==> src/rtl/eco32_ethernet_ptr_fifo.sv <==
// Circular FIFO of 36-bit packet descriptors mapped onto one half of the Ethernet
// pointer buffer; push and pop share the single stb/wen/addr/data port.
module eco32_ethernet_ptr_fifo #(
    parameter int BUFF_ADDR_WIDTH = 8
) (
    input  logic                       clk,
    input  logic                       rst,
    input  logic                       flush,
    input  logic                       push_stb,
    input  logic [35:0]                push_data,
    output logic                       push_rdy,
    input  logic                       pop_stb,
    output logic                       pop_rdy,
    output logic                       pop_o_stb,
    output logic [35:0]                pop_o_data,
    output logic                       m_stb,
    output logic                       m_wen,
    output logic [35:0]                m_data,
    output logic [BUFF_ADDR_WIDTH-2:0] m_addr,
    input  logic                       m_i_stb,
    input  logic [35:0]                m_i_data,
    output logic [BUFF_ADDR_WIDTH-1:0] count,
    output logic                       empty,
    output logic                       full
);
    localparam int AW    = BUFF_ADDR_WIDTH - 1;
    localparam int DEPTH = 1 << AW;

    logic [AW-1:0] wr_ptr;
    logic [AW-1:0] rd_ptr;
    logic          prio;
    logic          push_elig;
    logic          pop_elig;
    logic          push_acc;
    logic          pop_acc;

    assign empty = (count == '0);
    assign full  = (count == BUFF_ADDR_WIDTH'(DEPTH));

    assign push_elig = push_stb && !full;
    assign pop_elig  = pop_stb && !empty;

    // Each ready only looks at the opposing strobe, so the two can never both be granted.
    assign push_rdy = !full && !flush && !(pop_elig && prio);
    assign pop_rdy  = !empty && !flush && !(push_elig && !prio);

    assign push_acc = push_stb && push_rdy;
    assign pop_acc  = pop_stb && pop_rdy;

    // Reads return in issue order, so the buffer response is forwarded untouched.
    assign pop_o_stb  = m_i_stb;
    assign pop_o_data = m_i_data;

    always_ff @(posedge clk) begin
        if (rst) begin
            wr_ptr <= '0;
            rd_ptr <= '0;
            count  <= '0;
            prio   <= 1'b0;
            m_stb  <= 1'b0;
            m_wen  <= 1'b0;
            m_addr <= '0;
            m_data <= '0;
        end else begin
            m_stb <= 1'b0;
            m_wen <= 1'b0;
            if (flush) begin
                wr_ptr <= '0;
                rd_ptr <= '0;
                count  <= '0;
                prio   <= 1'b0;
            end else begin
                if (push_acc) begin
                    m_stb  <= 1'b1;
                    m_wen  <= 1'b1;
                    m_addr <= wr_ptr;
                    m_data <= push_data;
                    wr_ptr <= wr_ptr + 1'b1;
                    count  <= count + 1'b1;
                end else if (pop_acc) begin
                    m_stb  <= 1'b1;
                    m_addr <= rd_ptr;
                    rd_ptr <= rd_ptr + 1'b1;
                    count  <= count - 1'b1;
                end
                // Fairness flips only when both sides were actually competing.
                if (push_elig && pop_elig)
                    prio <= !prio;
            end
        end
    end
endmodule
==> config.mk <==
export PLATFORM = sky130hd
export DESIGN_NAME = eco32_ethernet_ptr_fifo
export DESIGN_NICKNAME = d
export VERILOG_FILES = /design/src/rtl/eco32_ethernet_ptr_fifo.sv
export SDC_FILE = /design/constraint.sdc
export NUM_CORES = 1
export LEC_CHECK = 0
export BUFFER_PORTS_ARGS = -buffer_cell sky130_fd_sc_hd__buf_2
export CORE_MARGIN = 8
export CORE_UTILIZATION = 30
export DETAILED_ROUTE_END_ITERATION = 8
export GPL_ROUTABILITY_DRIVEN = 0
export GPL_TIMING_DRIVEN = 0
export PLACE_DENSITY = 0.62
export SETUP_SLACK_MARGIN = 0.1
export SLEW_MARGIN = 5
export SYNTH_ARGS = -nofsm -noshare
export SYNTH_HDL_FRONTEND = slang
export SYNTH_SLANG_ARGS = --single-unit
==> constraint.sdc <==
create_clock -name clk -period 2.6 [get_ports clk]
set_clock_uncertainty 0.05 [all_clocks]
set_input_delay 0.39 -clock clk [delete_from_list [all_inputs] [get_ports clk]]
set_output_delay 0.39 -clock clk [all_outputs]
set_load 0.05 [all_outputs]
==> run summary, run 1 <==
The x dimension of the die is 120.3 um. In the routed layout, each cell is associated on average with a via count of 4.536. The die area is between 10000 and 15000 sq um.

The register clock-pin slew on the reported worst setup and hold paths is 80 ps. The share of synthesized flip-flops with an asynchronous set or reset came out at 0%. The worst-case setup margin in the final layout is -11.79 ps. The count of cell types in the netlist is 46. Entering global routing, the biggest net connects 14 pins. The initial antenna violation count is 0.

For this run, the leading register cell type out of synthesis is sky130_fd_sc_hd__dfxtp_1. The ratio of cells with drive above 1 in the final layout is between 40 and 50%. Measured against its own limit, the worst slew margin works out to a little under three fifths. The cell leakage power is 0.002116 uW.

Of the total synthesized cell area, the portion taken by XOR and XNOR cells is 4.023%. The average wire length per cell after detail routing came out at 13.91 um. Yosys mapped a number of flops with a built-in enable equal to 0.

The cell family contributing the most delay on the critical path is simple AND/OR/NAND/NOR gates. The setup slack after placement came out at -482.7 ps. The cell area after synthesis came out at 3266 sq um. The detailed placer's ending HPWL is 7127 um. The cell count after synthesis is ~390. The largest individual stage delay along the critical path comes from the cell sky130_fd_sc_hd__or3_1. IR analysis of the VDD net gives a maximum drop of roughly 310 uV. The effective utilization at floorplan is 30.39%. The repair_antennas step left the layout with diodes totalling 0.

The row count is 38. The tree is rooted in a sky130_fd_sc_hd__clkbuf_8. The count of nets after finishing came out at 644.

The power per cell area is 596.5 nW/um^2. The register bit count reported by yosys came out at 68. The number of fillers in the final layout is 1072. The first detailed-routing pass took 4 iterations. The tree built by TritonCTS fans out to 68 sinks.

The startpoint kind of the worst setup timing path is a flop. The maximum clock frequency is between 300 and 400 MHz. The max-capacitance violation count is 0. The detailed router placed between 3000 and 4000 vias in this run.

The worst register-to-register path has a setup slack of -10 ps. The number of top-level pins is 172. For the pin with the worst max-slew slack, the measured transition is 663.5 ps. The checks that failed: negative setup slack. The detailed-route wire length came out at 9766 um. The violation count after the first detailed-routing iteration came out at 93. The largest stage delay on the critical path is 370 ps. After synthesis, the largest family of logic cells by area is simple AND/OR/NAND/NOR gates. The area growth from synthesis to layout is 42.38%. The total power consumption of the routed design is about 2800 uW. The global router's overall resource usage came out at between 10% and 20%. STA puts the critical path data arrival time at 2790 ps.

The synthesized netlist devotes around 14% of its cell area to compound gates. The total count of max-transition violations in the final report is 0. The post-route antenna net violation count came out at 0.

Summing all non-filler instances in the final layout gives an area of between 4000 and 5000 sq um. The minimum clock period came out at 2612 ps. The area of the placeable core came out at about 11000 sq um. The flow ran to the end, but the final reports show violations. Setup repair after global routing could not meet its margin everywhere.

The period utilization came out at 100.5%. The count of buffers inserted at the top-level ports is 133. The multiplexer area fraction after synthesis came out at 3.372%.

The post-route DRC violation count came out at 0. The average footprint of a synthesized cell came out at 8.352 sq um. The number of warning messages in the yosys log is 0. The share of the core filled with cells in the final layout came out at a little over two fifths. The combined buffer and inverter count along the critical path is 2.

The maximum fanout along the worst path came out at 5. The share of synthesized cell area in full adder, half adder and majority cells is 3.678%. TritonCTS built the clock tree. The latest clock arrival within the worst-skew pair came out at ~350 ps. The number of hold violations in the final report came out at 0. The residual overflow from global routing is 0.

The H-tree depth came out at 3. STA puts the critical path data required time at 2780 ps. The type of the tightest min-delay check is in2reg. The setup violation total in the final timing report is 1. The number of hold buffers added after CTS was 0. STA classifies the critical path endpoint as a flop.

The buffer levels on the longest clock path is 2. The number of global-route vias before repair is 3286. The post-synthesis sequential area ratio came out at 41.69%. From bottom edge to top edge, the die measures 120.3 um.

The global-route wire length before repair is 15810 um. The post-synthesis share of cell area spent on and, or, nand and nor gates came out at 21.69%. The number of logic stages on the critical path including buffering came out at 11.

Counting cells, the worst reg-to-reg path comes to 11. The number of buffers inserted during clock tree synthesis is 9. The cell area reported after detailed placement is 4183 sq um. Walking the worst path, the cells encountered are nor4_4 -> buf_4 -> a21oi_4 -> nand2_4 -> buf_12 -> ha_4 -> a21o_1 -> a41o_1 -> or3_1 -> a31oi_1 -> nor2_1. The setup path with the least slack is of type reg2reg. The cell count of the worst hold path came out at 3. The net count of the mapped netlist came out at 478.
-- worst min-delay path, cell delays in order --
cell and delay, ps:
sky130_fd_sc_hd__buf_2 90, sky130_fd_sc_hd__nand2_1 40, sky130_fd_sc_hd__a21oi_1 50
-- where the power goes --
part	switching, uW	internal [uW]
Sequential	29.7	1080
Combinational	508	258
Clock	447	446
Total	985	1790
-- cells by family (layout without fill, tap and decap cells) --
group                    Yosys count  count (layout)
multiplexers                      11              11
AO/OA/AOI/OAI                     76              76
flip-flops                        68              68
adder cells (fa/ha/maj)            9               9
XOR/XNOR                          15              15
buffers and inverters             59             230
AND/OR/NAND/NOR                  153             153
-- layout by cell type (no fill, tap or decap), drive strengths merged, types with 5 or more instances in the layout --
cell type	instances
mux2i	11
ha	8
xnor2	11
a211oi	9
a21oi	47
and2	5
inv	5
nor2	32
nand2	83
dfxtp	68
nand4	6
nor2b	6
buf	202
clkbuf	17
-- flip-flops by register name (all words and copies together), names as in the netlist --
name    count
m_addr      7
wr_ptr      7
count       8
m_data     36
rd_ptr      7
m_wen       1
prio        1
m_stb       1
-- final timing paths --
check | end | from
worst min-delay path | m_data[6] | push_data[6]
worst max-delay path | count[5] | count[6]
worst max register to register | count[5] | count[6]
worst min register to register | m_data[33] | m_data[33]
-- cell usage after synthesis (2+ instances only) --
| library cell | number | area (sq um) |
|---|---|---|
| sky130_fd_sc_hd__a211oi_1 | 9 | 67.56 |
| sky130_fd_sc_hd__a21o_2 | 2 | 17.52 |
| sky130_fd_sc_hd__a21oi_1 | 46 | 230.2 |
| sky130_fd_sc_hd__and2_1 | 5 | 31.28 |
| sky130_fd_sc_hd__and3_1 | 3 | 18.77 |
| sky130_fd_sc_hd__buf_2 | 8 | 40.04 |
| sky130_fd_sc_hd__buf_4 | 39 | 292.8 |
| sky130_fd_sc_hd__clkbuf_1 | 8 | 30.03 |
| sky130_fd_sc_hd__dfxtp_1 | 68 | 1361 |
| sky130_fd_sc_hd__ha_1 | 8 | 100.1 |
| sky130_fd_sc_hd__inv_1 | 3 | 11.26 |
| sky130_fd_sc_hd__mux2i_1 | 11 | 110.1 |
| sky130_fd_sc_hd__nand2_1 | 81 | 304.0 |
| sky130_fd_sc_hd__nand2_2 | 2 | 12.51 |
| sky130_fd_sc_hd__nand3_1 | 4 | 20.02 |
| sky130_fd_sc_hd__nand4_1 | 5 | 31.28 |
| sky130_fd_sc_hd__nor2_1 | 32 | 120.1 |
| sky130_fd_sc_hd__nor2b_1 | 6 | 37.54 |
| sky130_fd_sc_hd__nor3_1 | 2 | 10.01 |
| sky130_fd_sc_hd__nor4b_1 | 2 | 17.52 |
| sky130_fd_sc_hd__o211ai_1 | 2 | 15.01 |
| sky130_fd_sc_hd__o21a_1 | 3 | 22.52 |
| sky130_fd_sc_hd__o21ai_0 | 4 | 20.02 |
| sky130_fd_sc_hd__or3_1 | 3 | 18.77 |
| sky130_fd_sc_hd__xnor2_1 | 11 | 96.34 |
| sky130_fd_sc_hd__xor2_1 | 4 | 35.03 |
-- per-layer routing --
layer	GRT usage, %	vias to the layer above	wire length (um)
li1	-	1617	-
met5	0	-	0
met4	6.011	0	144
met3	5.641	13	935
met1	14.60	1438	4113
met2	22.00	116	4573
-- what timing repair did --
item	CTS	global route
gates resized for setup	12	7
pin swaps	11	14
endpoints found under the setup margin	8	4
setup buffers	16	7
cloned	0	0
-- area by class of cell --
cell class                      count  area [sq um]  area share, %
Multi-Input combinational cell    264          1643          35.33
Tap cell                          140         175.2          3.767
Timing Repair Buffer              156         854.6          18.38
Sequential cell                    68          1379          29.66
Buffer                             54         372.9          8.019
Clock buffer                        9         123.9          2.664
Clock inverter                      7         73.82          1.588
Inverter                            4         27.53         0.5920
-- stage by stage --
step / setup TNS [ps] / instances / hold WS [ps]
2_1_floorplan: -303.7 / 391 / 407.5
3_3_place_gp: -1215 / 664 / 389.7
3_5_place_dp: -1370 / 664 / 393.3
4_1_cts: 0 / 696 / 198.6
5_1_grt: -326.0 / 702 / 206.4
6_report: -11.79 / 702 / 214.7
(Power assumes the default switching activity.)
==> run 2: changes to the inputs <==
- SKIP_CTS_REPAIR_TIMING: default -> 1
==> run 2 against run 1 <==
  * The run still ends with negative setup slack left
  * Final cell count is 1.3% lower
  * Hold slack better by 3.3 ps
  * Power is 0.75% lower
  * Setup slack worse by 20 ps
  * Utilization is 0.87 points lower
  * Die area stayed put
  * Via count is 1.4% lower
  * Non-clock buffer count is 9 lower
  * Clock power hardly changed
  * Design area is 2.0% lower
  * Critical path depth stayed put
  * Sequential power hardly changed
  * Critical path type unchanged
  * Highest routed layer unchanged
==> run summary, run 2 (synthesis results as in run 1) <==
The flow ran to the end, but the final reports show violations. The checks that failed: negative setup slack. The register clock-pin slew on the reported worst setup and hold paths is 80 ps (about the same). The global routing met3 resource utilization came out at 5.455% (-0.19 points). The synthesis-to-layout area growth is 39.50%.

The count of inserted antenna diode cells came out at 0 (unchanged). The number of top-level pins came out at 172 (unchanged). The cell leakage power is 0.002065 uW (-2.4%).

The via total after detailed routing came out at 3141 (-1.4%). The register-to-register path setup slack is -30 ps (-20 ps). The count of nets after finishing came out at 635 (-1.4%). The initial antenna violation count came out at 0 (unchanged). The max-capacitance violation count is 0 (unchanged).

The detailed placer's ending HPWL is 7127 um (unchanged). The count of buffers inserted at the top-level ports is 133 (unchanged). In the layout the commonest cells are sky130_fd_sc_hd__buf_2 (139), sky130_fd_sc_hd__nand2_1 (81), sky130_fd_sc_hd__dfxtp_1 (60). The power per cell area is 604.2 nW/um^2 (+1.3%).

The met1 capacity usage during global routing is 14.17% (-0.43 points). The routing layer with the top usage in global route is met2. The largest registers in the layout are m_data x36, count x8. The die extent in y came out at 120.3 um (unchanged).

The number of global-route vias before repair came out at 3158 (-3.9%). The worst setup path is launched from a flop. The average wire length per cell after detail routing is 13.72 um (-1.4%). The actual slew at the worst max-slew pin came to 644.9 ps (-18.67 ps). The total count of max-transition violations in the final report came to 0 (unchanged). The die area came out at 14480 sq um (unchanged).

The maximum number of pins on one net before global-route repair is 16 (+2). Ranked by flip-flop count, first place goes to m_data. The aggregate negative setup slack is -31.38 ps (-19.59 ps).

The buffer levels on the longest clock path was 2 (unchanged). The global routing met2 resource utilization came out at 21.31% (-0.70 points). The cell count of the worst hold path is 3 (unchanged).

The worst register-to-register path ends at count[5]. The total power consumption of the routed design came out at 2753 uW (-0.75%). The period utilization is 101.2% (+0.75 points). Setup repair after global routing could not meet its margin everywhere. The maximum fanout along the worst path came to 7 (+2). The worst-case setup margin in the final layout was -31.38 ps (-19.59 ps).

The setup violation total in the final timing report is 1 (unchanged). The CTS tree is built. The number of hold violations in the final report came out at 0 (unchanged). The CTS sink count was 68 (unchanged).

The area of the placeable core is 10750 sq um (unchanged). The latest clock arrival within the worst-skew pair came out at 350 ps (about the same). The critical path class is reg2reg. The relative max-transition margin came to 57.01% (+1.2 points).

Clock tree synthesis selected as its root buffer the cell sky130_fd_sc_hd__clkbuf_8. The violation count after the first detailed-routing iteration came to 89 (-4.3%). The H-tree depth came to 3 (unchanged). The post-detailed-route via-to-cell ratio came to 4.532 (about the same). The worst hold path terminates at m_data[6]. STA classifies the critical path endpoint as a flop.

The count of TritonRoute iterations in the first routing pass is 4 (unchanged). The effective utilization at floorplan is 30.39% (unchanged). The flip-flop count of the largest register after layout is 36 (unchanged). The detailed-route wire length is 9508 um (-2.6%). The number of buffers inserted during clock tree synthesis is 9 (unchanged). The data arrival at the endpoint of the critical path came to 2810 ps (+20 ps). In this run the critical register-to-register path is launched from count[3]. The global-route wire length before repair is 15260 um (-3.4%). The residual overflow from global routing was 0 (unchanged).

The global router's overall resource usage came out at 12.83% (-0.47 points). The ratio of cells with drive above 1 in the final layout came out at 42.86% (-1.4 points). The startpoint identified for the worst hold timing path is push_data[6]. The post-route DRC violation count is 0 (unchanged). The worst hold path belongs to the class in2reg. The row count is 38 (unchanged). The x dimension of the die came out at 120.3 um (unchanged). The maximum ir drop on the vdd rail is 314.8 uV (+0.34%). The worst endpoint required time came out at 2770 ps (about the same). The library cell used most frequently in the layout, excluding fill and tap cells, is sky130_fd_sc_hd__buf_2.

The post-route antenna net violation count came to 0 (unchanged). The path depth of the worst reg2reg path is 11 (unchanged). The minimum clock period came out at 2631 ps (+19.59 ps).

The maximum clock frequency came out at 380.0 MHz (-0.74%).
## run 2: power by group
| group | internal [uW] | switching [uW] |
|---|---|---|
| Combinational | 245 | 501 |
| Sequential | 1080 | 31.6 |
| Clock | 446 | 445 |
## run 2: layer usage
layer | part of all wire [%] | up-vias | wire length, um
li1 | - | 1599 | -
met3 | 9.7 | 11 | 918
met2 | 47 | 111 | 4439
met5 | 0 | - | 0
met1 | 42 | 1420 | 4023
met4 | 1.3 | 0 | 126
## run 2: layout make-up
type | count | area [sq um]
fill | 1083 | 6190
multi-input combinational | 264 | 1634
sequential | 68 | 1379
timing repair buffer | 146 | 767.0
buffer | 55 | 387.9
tap | 140 | 175.2
clock buffer | 9 | 123.9
clock inverter | 7 | 73.82
inverter | 4 | 15.01
## run 2: metrics by stage
stage          instance area [sq um]  setup slack, ps  std cells  hold slack, ps  utilization, %
2_1_floorplan                   3342           -152.8        391           407.5               -
3_3_place_gp                    4183           -445.5        664           389.7           38.93
3_5_place_dp                    4183           -482.7        664           393.3           38.93
4_1_cts                         4380           -512.6        680           198.6           40.77
5_1_grt                         4556           -172.2        693           206.4           42.40
6_report                        4556           -31.38        693           218.0           42.40
## run 2: how the worst max path moves through the flow
stage	cells past startpoint	to	startpoint	slack, ps
global placement	11	count[6]	count[6]	-450
finish	11	count[5]	count[3]	-30
CTS	11	count[6]	count[6]	-510
detailed placement	11	count[6]	count[6]	-480
global route	11	count[5]	count[3]	-170
floorplan	10	count[6]	count[6]	-150
## run 2: worst max-delay path: stages, from the launching register on
cell and delay, ps:
sky130_fd_sc_hd__dfxtp_4 360, sky130_fd_sc_hd__nor4_4 270, sky130_fd_sc_hd__buf_6 180, sky130_fd_sc_hd__a21o_4 160, sky130_fd_sc_hd__nand2_8 70, sky130_fd_sc_hd__buf_12 150
sky130_fd_sc_hd__ha_4 200, sky130_fd_sc_hd__a21o_1 170, sky130_fd_sc_hd__a41o_1 280, sky130_fd_sc_hd__or3_1 370, sky130_fd_sc_hd__a31oi_1 170, sky130_fd_sc_hd__nor2_1 60
==> run 3: changes to the inputs <==
--- a/config.mk
+++ b/config.mk
@@ -10,7 +10,5 @@
 export CORE_UTILIZATION = 30
 export DETAILED_ROUTE_END_ITERATION = 8
-export GPL_ROUTABILITY_DRIVEN = 0
 export GPL_TIMING_DRIVEN = 0
-export PLACE_DENSITY = 0.62
 export SETUP_SLACK_MARGIN = 0.1
 export SKIP_CTS_REPAIR_TIMING = 1
==> constraint.sdc (replaced) <==
create_clock -name clk -period 2.6 [get_ports clk]
set_clock_uncertainty 0.05 [all_clocks]
set_input_delay 0.26 -clock clk [delete_from_list [all_inputs] [get_ports clk]]
set_output_delay 0.26 -clock clk [all_outputs]
set_load 0.05 [all_outputs]
==> run 3 against run 2 <==
  * The run still ends with negative setup slack left
  * Combinational power rose by 3.1%
  * Non-clock buffer count increased by 7
  * Register-to-register slack barely moved
  * Count of clock-buffer cells in the layout unchanged
  * Final cell count is 1.0% higher
  * Die area unchanged
  * Critical endpoint is now count[7]
  * Largest power group unchanged
==> run summary, run 3 (synthesis results as in run 1) <==
The library cell used most frequently in the layout, excluding fill and tap cells, is sky130_fd_sc_hd__buf_2. Leaving out fill and tap cells, the most frequent cells in the layout are sky130_fd_sc_hd__buf_2 (139), sky130_fd_sc_hd__nand2_1 (81), sky130_fd_sc_hd__dfxtp_1 (60). The final estimated routing congestion in global placement is 0.8090.

The power per cell area came to 599.3 nW/um^2 (-0.82%). CTS placed an instance of sky130_fd_sc_hd__clkbuf_8 at the clock tree root. STA classifies the critical path startpoint as a flop. The maximum ir drop on the vdd rail is 245.7 uV (-22%). The setup violation total in the final timing report came out at 3 (+2). The worst-case setup margin in the final layout was -34.01 ps (-2.631 ps). The post-detailed-route via-to-cell ratio came out at 4.546 (+0.29%). The worst setup path is of the reg2reg kind. The buffer levels on the longest clock path came out at 2 (unchanged).

The final reports fail on negative setup slack. In this run the critical register-to-register path is launched from count[3]. The type of the tightest min-delay check is in2reg.

The minimum clock period was 2634 ps (+2.630 ps). The row count came to 38 (unchanged). The number of top-level pins is 172 (unchanged). The global-route wire length before repair came out at 15690 um (+2.8%). The count of TritonRoute iterations in the first routing pass came out at 4 (unchanged). The number of global-route vias before repair came out at 3231 (+2.3%). The flow ran to the end, but the final reports show violations. The CTS sink count came out at 68 (unchanged).

The worst setup path is captured at a flop. The count of buffers inserted at the top-level ports is 133 (unchanged). The actual slew at the worst max-slew pin is 603.8 ps (-41.09 ps). The setup slack after placement came out at -511.5 ps (-28.88 ps).

The ratio of cells with drive above 1 in the final layout is 43.75% (+0.89 points). The routed length on met3 is 997 um (+8.6%). The initial antenna violation count came to 1 (+1). The register with the most flip-flops in the final layout is m_data. The latest clock arrival within the worst-skew pair came to 360 ps (about the same). From synthesis to final layout, the design area changed by 41.92%. The aggregate negative setup slack came out at -70.75 ps (-39.38 ps). The relative max-transition margin is 59.75% (+2.7 points). The data arrival at the endpoint of the critical path is 2840 ps (+30 ps). The total count of max-transition violations in the final report was 0 (unchanged).

The effective utilization at floorplan came to 30.39% (unchanged). The die extent in y came out at 120.3 um (unchanged). The number of fillers in the final layout is 1099 (+1.5%). The post-route antenna net violation count is 0 (unchanged). The maximum fanout along the worst path came out at 8 (+1). The number of buffers inserted during clock tree synthesis came out at 9 (unchanged). The flip-flop count of the largest register after layout came out at 36 (unchanged). The register clock-pin slew on the reported worst setup and hold paths came out at 80 ps (about the same). The cell count of the worst hold path is 3 (unchanged). TritonCTS built the clock tree. The worst endpoint required time came out at 2810 ps (+40 ps). The startpoint identified for the worst hold timing path is push_data[15]. The met1 wire length is 3918 um (-2.6%). The total met2 wirelength after detailed routing came to 4712 um (+6.2%).

The highest layer touched by signal routing is met5. The largest stage delay on the critical path came to 370 ps (about the same). The combined buffer and inverter count along the critical path was 4 (+2). The signal on the critical path passes through nor4_4 -> buf_6 -> a21o_4 -> nand2_8 -> buf_12 -> buf_4 -> ha_4 -> a21o_1 -> a41o_1 -> buf_6 -> nor4_4 -> a211o_1 -> nand2_1. The global router's overall resource usage came to 13.29% (+0.46 points). The maximum number of pins on one net before global-route repair came to 16 (unchanged). The die area came to 14480 sq um (unchanged).

The maximum clock frequency was 379.6 MHz (about the same). The count of inserted antenna diode cells was 0 (unchanged). The register-to-register path setup slack is -30 ps (about the same). The number of hold violations in the final report is 0 (unchanged). The violation count after the first detailed-routing iteration came out at 110 (+24%). The area of the placeable core is 10750 sq um (unchanged). The average wire length per cell after detail routing is 13.98 um (+1.9%). The post-route DRC violation count is 0 (unchanged). The worst register-to-register path ends at count[7]. The path with the worst hold slack has its endpoint at m_data[15]. The via total after detailed routing is 3182 (+1.3%). The residual overflow from global routing is 0 (unchanged). The detailed-route wire length came to 9787 um (+2.9%). Broken down by cell family, the worst path's largest delay share belongs to compound AO/OA/AOI/OAI gates. The largest registers in the layout are m_data x36, count x8.

The period utilization is 101.3% (about the same). Setup repair after global routing could not meet its margin everywhere. The cell leakage power came out at 0.002113 uW (+2.3%). The x dimension of the die came to 120.3 um (unchanged). The H-tree depth came to 3 (unchanged). The detailed placer's ending HPWL came out at 7309 um (+2.6%).

The count of nets after finishing is 642 (+1.1%). The max-capacitance violation count came to 0 (unchanged). The path depth of the worst reg2reg path is 13 (+2). The slowest stage of the critical path is the sky130_fd_sc_hd__dfxtp_4 cell.

The number of logic stages on the critical path including buffering was 13 (+2).
[run 3: cell types whose count changed in the layout (fill, tap and decap cells not counted), sizes merged]
cell | before | now
buf | 193 | 200
inv | 6 | 7
clkinvlp | 2 | 1
[run 3: power breakdown]
part | total, uW | switching (uW) | internal [uW] | leakage [uW]
Clock | 892 | 445 | 447 | 0.000100
Combinational | 769 | 507 | 263 | 0.00145
Sequential | 1120 | 32.2 | 1080 | 0.000559
Total | 2780 | 984 | 1790 | 0.00211
[run 3: cell type report]
class / count / area, sq um / share of cell area, %
buffer: 55 / 387.9 / 8.369
tap: 140 / 175.2 / 3.780
multi-input combinational: 264 / 1652 / 35.64
inverter: 4 / 17.52 / 0.3780
timing repair buffer: 153 / 827.0 / 17.85
clock buffer: 9 / 123.9 / 2.673
sequential: 68 / 1379 / 29.75
clock inverter: 7 / 72.57 / 1.566
[run 3: worst min-delay path: cells and delay by family]
family / cells / cell delay [ps]
AND/OR/NAND/NOR: 1 / 40
buffers and inverters: 1 / 90
AO/OA/AOI/OAI: 1 / 50
[run 3: metal layers]
layer | track usage, % | vias up
met2 | 22.39 | 116
li1 | - | 1609
met3 | 5.548 | 14
met4 | 5.621 | 2
met1 | 14.48 | 1441
met5 | 0 | -
[run 3: worst max-delay path by stage]
stage	slack (ps)	endpoint	from
floorplan	-150	count[6]	count[6]
global placement	-440	count[6]	count[6]
detailed placement	-510	count[6]	count[6]
CTS	-550	count[6]	count[6]
global route	-160	count[6]	count[3]
finish	-30	count[7]	count[3]
[run 3: metrics by stage]
step	hold WS (ps)	instance area, sq um	total power [uW]	utilization (%)	cells
2_1_floorplan	346.0	3339	1674	-	391
3_3_place_gp	389.6	4180	1832	38.90	664
3_5_place_dp	392.9	4180	1844	38.90	664
4_1_cts	73.61	4377	2739	40.73	680
5_1_grt	64.12	4634	2907	43.13	700
6_report	86.34	4634	2777	43.13	700
